**src/rtl/mem_stage_pkg.sv**
```systemverilog
// Shared widths and default parameters for the memory-access pipeline stage.
package mem_stage_pkg;

  localparam int unsigned REGISTER_LEN    = 32;
  localparam int unsigned ADDRESS_LEN     = 32;
  localparam int unsigned REG_IDX_W       = 4;
  localparam int unsigned MEM_DEPTH_DEF   = 64;
  localparam int unsigned MEM_BASE_ADDR   = 1024;
  localparam int unsigned MEM_WAIT_CYCLES = 3;

endpackage : mem_stage_pkg

```
**src/rtl/mem_stage_if.sv**
```systemverilog
// EXE/MEM inputs, stall handshake and MEM/WB outputs of the memory stage.
interface mem_stage_if #(
  parameter int unsigned DATA_W = 32,
  parameter int unsigned REG_W  = 4
);

  logic              wb_en_in;
  logic              mem_read_in;
  logic              mem_write_in;
  logic [DATA_W-1:0] alu_res_in;
  logic [DATA_W-1:0] val_rm_in;
  logic [REG_W-1:0]  dest_in;
  logic              ready;
  logic              wb_en_out;
  logic              mem_read_out;
  logic [DATA_W-1:0] alu_res_out;
  logic [DATA_W-1:0] mem_data_out;
  logic [REG_W-1:0]  dest_out;

  // Upstream pipeline / testbench side
  modport master (
    output wb_en_in, mem_read_in, mem_write_in, alu_res_in, val_rm_in, dest_in,
    input  ready, wb_en_out, mem_read_out, alu_res_out, mem_data_out, dest_out
  );

  // Memory stage side
  modport slave (
    input  wb_en_in, mem_read_in, mem_write_in, alu_res_in, val_rm_in, dest_in,
    output ready, wb_en_out, mem_read_out, alu_res_out, mem_data_out, dest_out
  );

endinterface : mem_stage_if

```
**src/rtl/mem_stage_data_memory.sv**
```systemverilog
// Word-indexed data memory: synchronous write, registered read, range-checked byte address.
module mem_stage_data_memory #(
  parameter int unsigned DATA_W    = 32,
  parameter int unsigned MEM_DEPTH = 64,
  parameter int unsigned BASE_ADDR = 1024
) (
  input  logic              clk,
  input  logic              rst,
  input  logic              acc_en_i,
  input  logic              we_i,
  input  logic [DATA_W-1:0] addr_i,
  input  logic [DATA_W-1:0] wdata_i,
  output logic [DATA_W-1:0] rdata_o
);

  localparam int unsigned IDX_W = (MEM_DEPTH > 1) ? $clog2(MEM_DEPTH) : 1;

  logic [DATA_W-1:0] mem_q [MEM_DEPTH];
  logic [DATA_W-1:0] rdata_q;
  logic [DATA_W-1:0] offset;
  logic [IDX_W-1:0]  idx;
  logic              in_range;

  // Byte offset from the window base; the wrap for addr < BASE_ADDR is excluded explicitly
  assign offset   = addr_i - DATA_W'(BASE_ADDR);
  assign in_range = (addr_i >= DATA_W'(BASE_ADDR)) && (offset < DATA_W'(MEM_DEPTH * 4));
  assign idx      = offset[IDX_W+1:2];

  // Storage array is not reset; out-of-range stores are dropped
  always_ff @(posedge clk) begin
    if (acc_en_i && we_i && in_range) begin
      mem_q[idx] <= wdata_i;
    end
  end

  // Read word latched on a load; stores and out-of-range loads return zero
  always_ff @(posedge clk or negedge rst) begin
    if (!rst) begin
      rdata_q <= '0;
    end else if (acc_en_i) begin
      rdata_q <= (!we_i && in_range) ? mem_q[idx] : '0;
    end
  end

  assign rdata_o = rdata_q;

endmodule : mem_stage_data_memory

```
**src/rtl/mem_stage.sv**
```systemverilog
// Memory-access stage: wait-state FSM, upstream freeze and MEM/WB register.
module mem_stage
  import mem_stage_pkg::*;
#(
  parameter int unsigned DATA_W      = REGISTER_LEN,
  parameter int unsigned MEM_DEPTH   = MEM_DEPTH_DEF,
  parameter int unsigned WAIT_CYCLES = MEM_WAIT_CYCLES,
  parameter int unsigned BASE_ADDR   = MEM_BASE_ADDR
) (
  input  logic        clk,
  input  logic        rst,
  mem_stage_if.slave  bus
);

  localparam int unsigned CNT_W = (WAIT_CYCLES > 1) ? $clog2(WAIT_CYCLES) : 1;

  typedef enum logic [1:0] {
    S_IDLE = 2'd0,
    S_WAIT = 2'd1,
    S_DONE = 2'd2
  } state_t;

  state_t                   state_q, state_d;
  logic [CNT_W-1:0]         cnt_q, cnt_d;
  logic                     wb_en_q, wb_en_d;
  logic                     mem_read_q, mem_read_d;
  logic [DATA_W-1:0]        alu_res_q, alu_res_d;
  logic [DATA_W-1:0]        mem_data_q, mem_data_d;
  logic [REG_IDX_W-1:0]     dest_q, dest_d;
  logic                     mem_op_c;
  logic                     mem_acc_c;
  logic [DATA_W-1:0]        rdata;

  assign mem_op_c = bus.mem_read_in | bus.mem_write_in;

  // Stall upstream while an access is being issued or is in flight
  assign bus.ready = ((state_q == S_IDLE) && !mem_op_c) || (state_q == S_DONE);

  mem_stage_data_memory #(
    .DATA_W    (DATA_W),
    .MEM_DEPTH (MEM_DEPTH),
    .BASE_ADDR (BASE_ADDR)
  ) u_dmem (
    .clk      (clk),
    .rst      (rst),
    .acc_en_i (mem_acc_c),
    .we_i     (bus.mem_write_in),
    .addr_i   (bus.alu_res_in),
    .wdata_i  (bus.val_rm_in),
    .rdata_o  (rdata)
  );

  // Next state, wait counter and MEM/WB next values
  always_comb begin
    state_d    = state_q;
    cnt_d      = cnt_q;
    wb_en_d    = wb_en_q;
    mem_read_d = mem_read_q;
    alu_res_d  = alu_res_q;
    mem_data_d = mem_data_q;
    dest_d     = dest_q;
    mem_acc_c  = 1'b0;
    unique case (state_q)
      S_IDLE: begin
        if (mem_op_c) begin
          state_d    = S_WAIT;
          cnt_d      = CNT_W'(WAIT_CYCLES - 1);
          wb_en_d    = 1'b0;
          mem_read_d = 1'b0;
        end else begin
          wb_en_d    = bus.wb_en_in;
          mem_read_d = 1'b0;
          alu_res_d  = bus.alu_res_in;
          mem_data_d = '0;
          dest_d     = bus.dest_in;
        end
      end
      S_WAIT: begin
        wb_en_d    = 1'b0;
        mem_read_d = 1'b0;
        if (cnt_q == '0) begin
          state_d   = S_DONE;
          mem_acc_c = 1'b1;
        end else begin
          cnt_d = cnt_q - CNT_W'(1);
        end
      end
      S_DONE: begin
        // A combined read+write request behaves as a store
        state_d    = S_IDLE;
        wb_en_d    = bus.wb_en_in;
        mem_read_d = bus.mem_read_in & ~bus.mem_write_in;
        alu_res_d  = bus.alu_res_in;
        mem_data_d = rdata;
        dest_d     = bus.dest_in;
      end
      default: state_d = S_IDLE;
    endcase
  end

  // State, counter and MEM/WB register
  always_ff @(posedge clk or negedge rst) begin
    if (!rst) begin
      state_q    <= S_IDLE;
      cnt_q      <= '0;
      wb_en_q    <= 1'b0;
      mem_read_q <= 1'b0;
      alu_res_q  <= '0;
      mem_data_q <= '0;
      dest_q     <= '0;
    end else begin
      state_q    <= state_d;
      cnt_q      <= cnt_d;
      wb_en_q    <= wb_en_d;
      mem_read_q <= mem_read_d;
      alu_res_q  <= alu_res_d;
      mem_data_q <= mem_data_d;
      dest_q     <= dest_d;
    end
  end

  assign bus.wb_en_out    = wb_en_q;
  assign bus.mem_read_out = mem_read_q;
  assign bus.alu_res_out  = alu_res_q;
  assign bus.mem_data_out = mem_data_q;
  assign bus.dest_out     = dest_q;

endmodule : mem_stage

```
**src/flat_wrapper.sv**
```systemverilog
// flat-port wrapper written by rule: the top's interface ports become plain ports
module mem_stage_flat import mem_stage_pkg::*;
#(
  parameter int unsigned DATA_W      = REGISTER_LEN,
  parameter int unsigned MEM_DEPTH   = MEM_DEPTH_DEF,
  parameter int unsigned WAIT_CYCLES = MEM_WAIT_CYCLES,
  parameter int unsigned BASE_ADDR   = MEM_BASE_ADDR
)
  (clk, rst, bus_wb_en_in, bus_mem_read_in, bus_mem_write_in, bus_alu_res_in, bus_val_rm_in, bus_dest_in, bus_ready, bus_wb_en_out, bus_mem_read_out, bus_alu_res_out, bus_mem_data_out, bus_dest_out);
  mem_stage_if #(.DATA_W(DATA_W), .REG_W(4)) bus_i ();
  input  logic clk;
  input  logic rst;
  input wire logic [$bits(bus_i.wb_en_in)-1:0] bus_wb_en_in;
  input wire logic [$bits(bus_i.mem_read_in)-1:0] bus_mem_read_in;
  input wire logic [$bits(bus_i.mem_write_in)-1:0] bus_mem_write_in;
  input wire logic [$bits(bus_i.alu_res_in)-1:0] bus_alu_res_in;
  input wire logic [$bits(bus_i.val_rm_in)-1:0] bus_val_rm_in;
  input wire logic [$bits(bus_i.dest_in)-1:0] bus_dest_in;
  output wire logic [$bits(bus_i.ready)-1:0] bus_ready;
  output wire logic [$bits(bus_i.wb_en_out)-1:0] bus_wb_en_out;
  output wire logic [$bits(bus_i.mem_read_out)-1:0] bus_mem_read_out;
  output wire logic [$bits(bus_i.alu_res_out)-1:0] bus_alu_res_out;
  output wire logic [$bits(bus_i.mem_data_out)-1:0] bus_mem_data_out;
  output wire logic [$bits(bus_i.dest_out)-1:0] bus_dest_out;
  assign bus_i.wb_en_in = bus_wb_en_in;
  assign bus_i.mem_read_in = bus_mem_read_in;
  assign bus_i.mem_write_in = bus_mem_write_in;
  assign bus_i.alu_res_in = bus_alu_res_in;
  assign bus_i.val_rm_in = bus_val_rm_in;
  assign bus_i.dest_in = bus_dest_in;
  assign bus_ready = bus_i.ready;
  assign bus_wb_en_out = bus_i.wb_en_out;
  assign bus_mem_read_out = bus_i.mem_read_out;
  assign bus_alu_res_out = bus_i.alu_res_out;
  assign bus_mem_data_out = bus_i.mem_data_out;
  assign bus_dest_out = bus_i.dest_out;
  mem_stage #(.DATA_W(DATA_W), .MEM_DEPTH(MEM_DEPTH), .WAIT_CYCLES(WAIT_CYCLES), .BASE_ADDR(BASE_ADDR)) u_core (.clk(clk), .rst(rst), .bus(bus_i));
endmodule
```
**config.mk**
```make
export PLATFORM = sky130hd
export DESIGN_NAME = mem_stage_flat
export DESIGN_NICKNAME = d
export VERILOG_FILES = /design/src/rtl/mem_stage_pkg.sv /design/src/rtl/mem_stage_if.sv /design/src/rtl/mem_stage_data_memory.sv /design/src/rtl/mem_stage.sv /design/src/flat_wrapper.sv
export SDC_FILE = /design/constraint.sdc
export NUM_CORES = 2
export LEC_CHECK = 0
export ABC_AREA = 1
export CAP_MARGIN = 15
export CORE_ASPECT_RATIO = 1.5
export CORE_UTILIZATION = 50
export DETAILED_ROUTE_END_ITERATION = 6
export GPL_ROUTABILITY_DRIVEN = 0
export PLACE_DENSITY = 0.72
export SYNTH_ARGS = -nofsm -noshare
export SYNTH_HDL_FRONTEND = slang
export SYNTH_SLANG_ARGS = --single-unit
```
**constraint.sdc**
```tcl
create_clock -name clk -period 4 [get_ports clk]
set_input_delay 1.2 -clock clk [delete_from_list [all_inputs] [get_ports clk]]
set_output_delay 1.2 -clock clk [all_outputs]
set_load 0.01 [all_outputs]
```
==> metrics.txt <==
run status finished clean; Rows 187; period utilisation layout 0.9626; CP Class in -> out; measured slew at the worst slew-check pin 1.107 ns; die footprint 0.1769 mm²; GR Layer Usage met2 0.5076; final antenna-violating net count 0; largest fanout on the critical path 2; met1 Use GR 0.3705; placed cell areas 0.09605 mm²; largest net degree at the start of global routing 83; total of max-cap violations 0; Setup WS pre-CTS 0.001629 ns; CTS tree yes; area grow syn2layout 16.63%; WHS 0.4858 ns; Distinct cells, synth 36; Reg clk slew, reported paths 0.07 ns; Hold Path Class in -> async; initial cell density of the core 0.5045; all-layer global routing usage 0.3140; Initial DRC Count 8561; layout cells sized above 1 0.1034; Post-synth EDFFs 2048; placed cell count 10160; post-synthesis register bit count 2154; CTS Root Cell clkbuf_16; post-route cell area 0.1021 mm²; DIE HEIGHT 514.6 µm; cell count after synthesis 7722; CP required 2.80 ns; yosys warns 0; power density cells 464.8 mW/mm²; Crit. End Element output pin; Leakage Power 38.61 nW; clock skew 0.03007 ns; detailed-route via count 61240; Fillers 13410; post-detailed-routing wire length 278900 µm; final hold vios 0; asr flop ratio synth 0.04921; core box area 0.1736 mm²; total clock sinks 2154; TritonRoute pass-1 iters 7; post-DP HPWL 180400 µm; CTS Buffer Depth 3; H-tree depth 4; WP data arrival 2.65 ns; grt ovf 0; Pins Over Slew Limit 0; DRC 0; maximum vdd drop 0.3631 mV; vias in the first global route 60010; Final Non-Filler Cells 10500; PnR worst setup slack 0.1494 ns; post-synth net total 7800; Slew headroom 0.2620; Cell Area, Synth 0.08758 mm²; die width 343.7 µm; worst-case reg-to-reg path depth 8; Avg Vias per Cell 5.834; antenna violations before repair 12; CTS Buf Count 181; worst skew pair latency 0.83 ns; area of the multi-input gates 0.02037 mm²; crit path time final 3.851 ns; number of buffers inserted by port buffering 143; syn avg cell area 11.34 µm²; sequential fraction of the synthesis area 0.7325; startpoint types input port; predominant post-synthesis flop cell edfxtp_1; # hold bufs at CTS 0; routed len/inst 26.57 µm; Setup TNS Final 0 ns; I/O Pins 144; Nets 8151; Most Crowded Layer GR met2; RSZ-0062 raised after global routing false; Storage cell area 0.06415 mm²; M3 GR Usage 0.06117; f_max 259.7 MHz; first-pass GRT wire length 398500 µm; final setup vio count 0
==> repair_timing <==
item,in CTS,in global routing
gates resized for setup,0,1
setup endpoints to repair,0,1
setup buffers,0,0
==> path summary, 6_finish.rpt <==
path / from / end / slack (ns)
min: rst / u_core.bus.alu_res_out[11]$_DFFE_PN0P_ / 0.49
max in group asynchronous: rst / u_core.u_dmem.rdata_o[7]$_DFFE_PN0P_ / 2.63
max: bus_mem_write_in / bus_ready / 0.15
min reg2reg: u_core.bus.mem_read_out$_DFFE_PN0P_ / u_core.bus.mem_read_out$_DFFE_PN0P_ / 0.50
min in group clk: u_core.bus.mem_read_out$_DFFE_PN0P_ / u_core.bus.mem_read_out$_DFFE_PN0P_ / 0.50
max reg2reg: u_core.state_q[0]$_DFFE_PN0P_ / u_core.bus.alu_res_out[17]$_DFFE_PN0P_ / 1.45
==> cells by family (layout without fill, tap and decap cells) <==
group / after synthesis / after routing / share of synthesized area
fa+ha+maj: 5 / 5 / 0.0007143
buf+inv: 886 / 1386 / 0.04157
flops: 2154 / 2154 / 0.7325
mux: 23 / 23 / 0.002957
xor+xnor: 1 / 1 / 0.0001000
simple gates: 3997 / 3997 / 0.1811
other cells: 0 / 7 / 0
compound gates: 656 / 656 / 0.04104
==> sequential cells by signal, summed over array words and instances (netlist names) <==
register	count
u_core.bus.dest_out	4
u_core.bus.mem_data_out	32
u_core.state_q	2
u_core.bus.mem_read_out	1
u_core.bus.wb_en_out	1
u_core.u_dmem.rdata_o	32
u_core.u_dmem.mem_q	2048
u_core.bus.alu_res_out	32
u_core.cnt_q	2
==> power by group <==
part           internal [W]  total, W  switching (W)  leakage [nW]
logic               0.00130   0.00415        0.00285          15.9
clock network        0.0102    0.0183        0.00816          2.96
registers            0.0249    0.0250       0.000144          19.8
total                0.0363    0.0475         0.0112          38.6
==> synth_stat cells (6+ instances only) <==
library cell,n,area (µm²)
or2_2,6,37.54
o21bai_1,100,750.7
nand4_1,14,87.58
clkbuf_1,140,525.5
o211ai_1,15,112.6
o21ai_0,465,2327
nor2_1,1471,5522
edfxtp_1,2048,61500
nand3b_1,56,420.4
o22ai_1,13,81.33
dfrtp_1,106,2653
inv_1,496,1862
nand2_1,2009,7541
mux2_2,23,259.0
buf_4,21,157.7
buf_1,38,142.6
nand3_1,419,2097
buf_2,183,915.9
o21ai_1,13,65.06
a21oi_1,47,235.2
==> layout by cell type, fill, tap and decap left out, types with 23 or more instances in the layout <==
cell and instances:
nor2_4 73, clkdlybuf4s50_1 105, inv_1 494, nand3_1 419, edfxtp_1 2048, o21bai_1 100
o21ai_0 465, dfrtp_1 106, clkbuf_16 186, mux2_2 23, clkinv_1 35, buf_4 233
bufinv_16 24, buf_12 193, nand3b_1 56, nand2_1 2006, clkinv_2 34, a21oi_1 47
nor2_1 1401
==> metal layers <==
layer | vias up | part of all wire
met5 | - | 0.00015
met4 | 6 | 0.090
met3 | 1043 | 0.11
met2 | 4297 | 0.47
met1 | 29340 | 0.33
li1 | 26550 | -
==> critical path: stages <==
cell and delay, ns:
clkdlybuf4s50_1 0.42, nor2_1 0.16, inv_1 0.08, nor2_1 0.13, or2_2 0.13, clkdlybuf4s50_1 0.52
==> metrics by stage <==
stage	power, W	utilization
global placement	0.02945	0.5533
detailed placement	0.02951	0.5533
floorplan	0.02722	-
CTS	0.04741	0.5883
finish	0.04747	0.5884
global route	0.04851	0.5883
==> layout make-up <==
class	instances	share of cell area
Antenna cell	7	0.0001715
Sequential cell	2154	0.6280
Inverter	503	0.01865
Clock buffer	212	0.04691
Tap cell	2268	0.02778
Multi-Input combinational cell	4682	0.1994
Clock inverter	120	0.01260
Timing Repair Buffer	551	0.06645
Note: power is estimated with default switching activity, not from simulation.
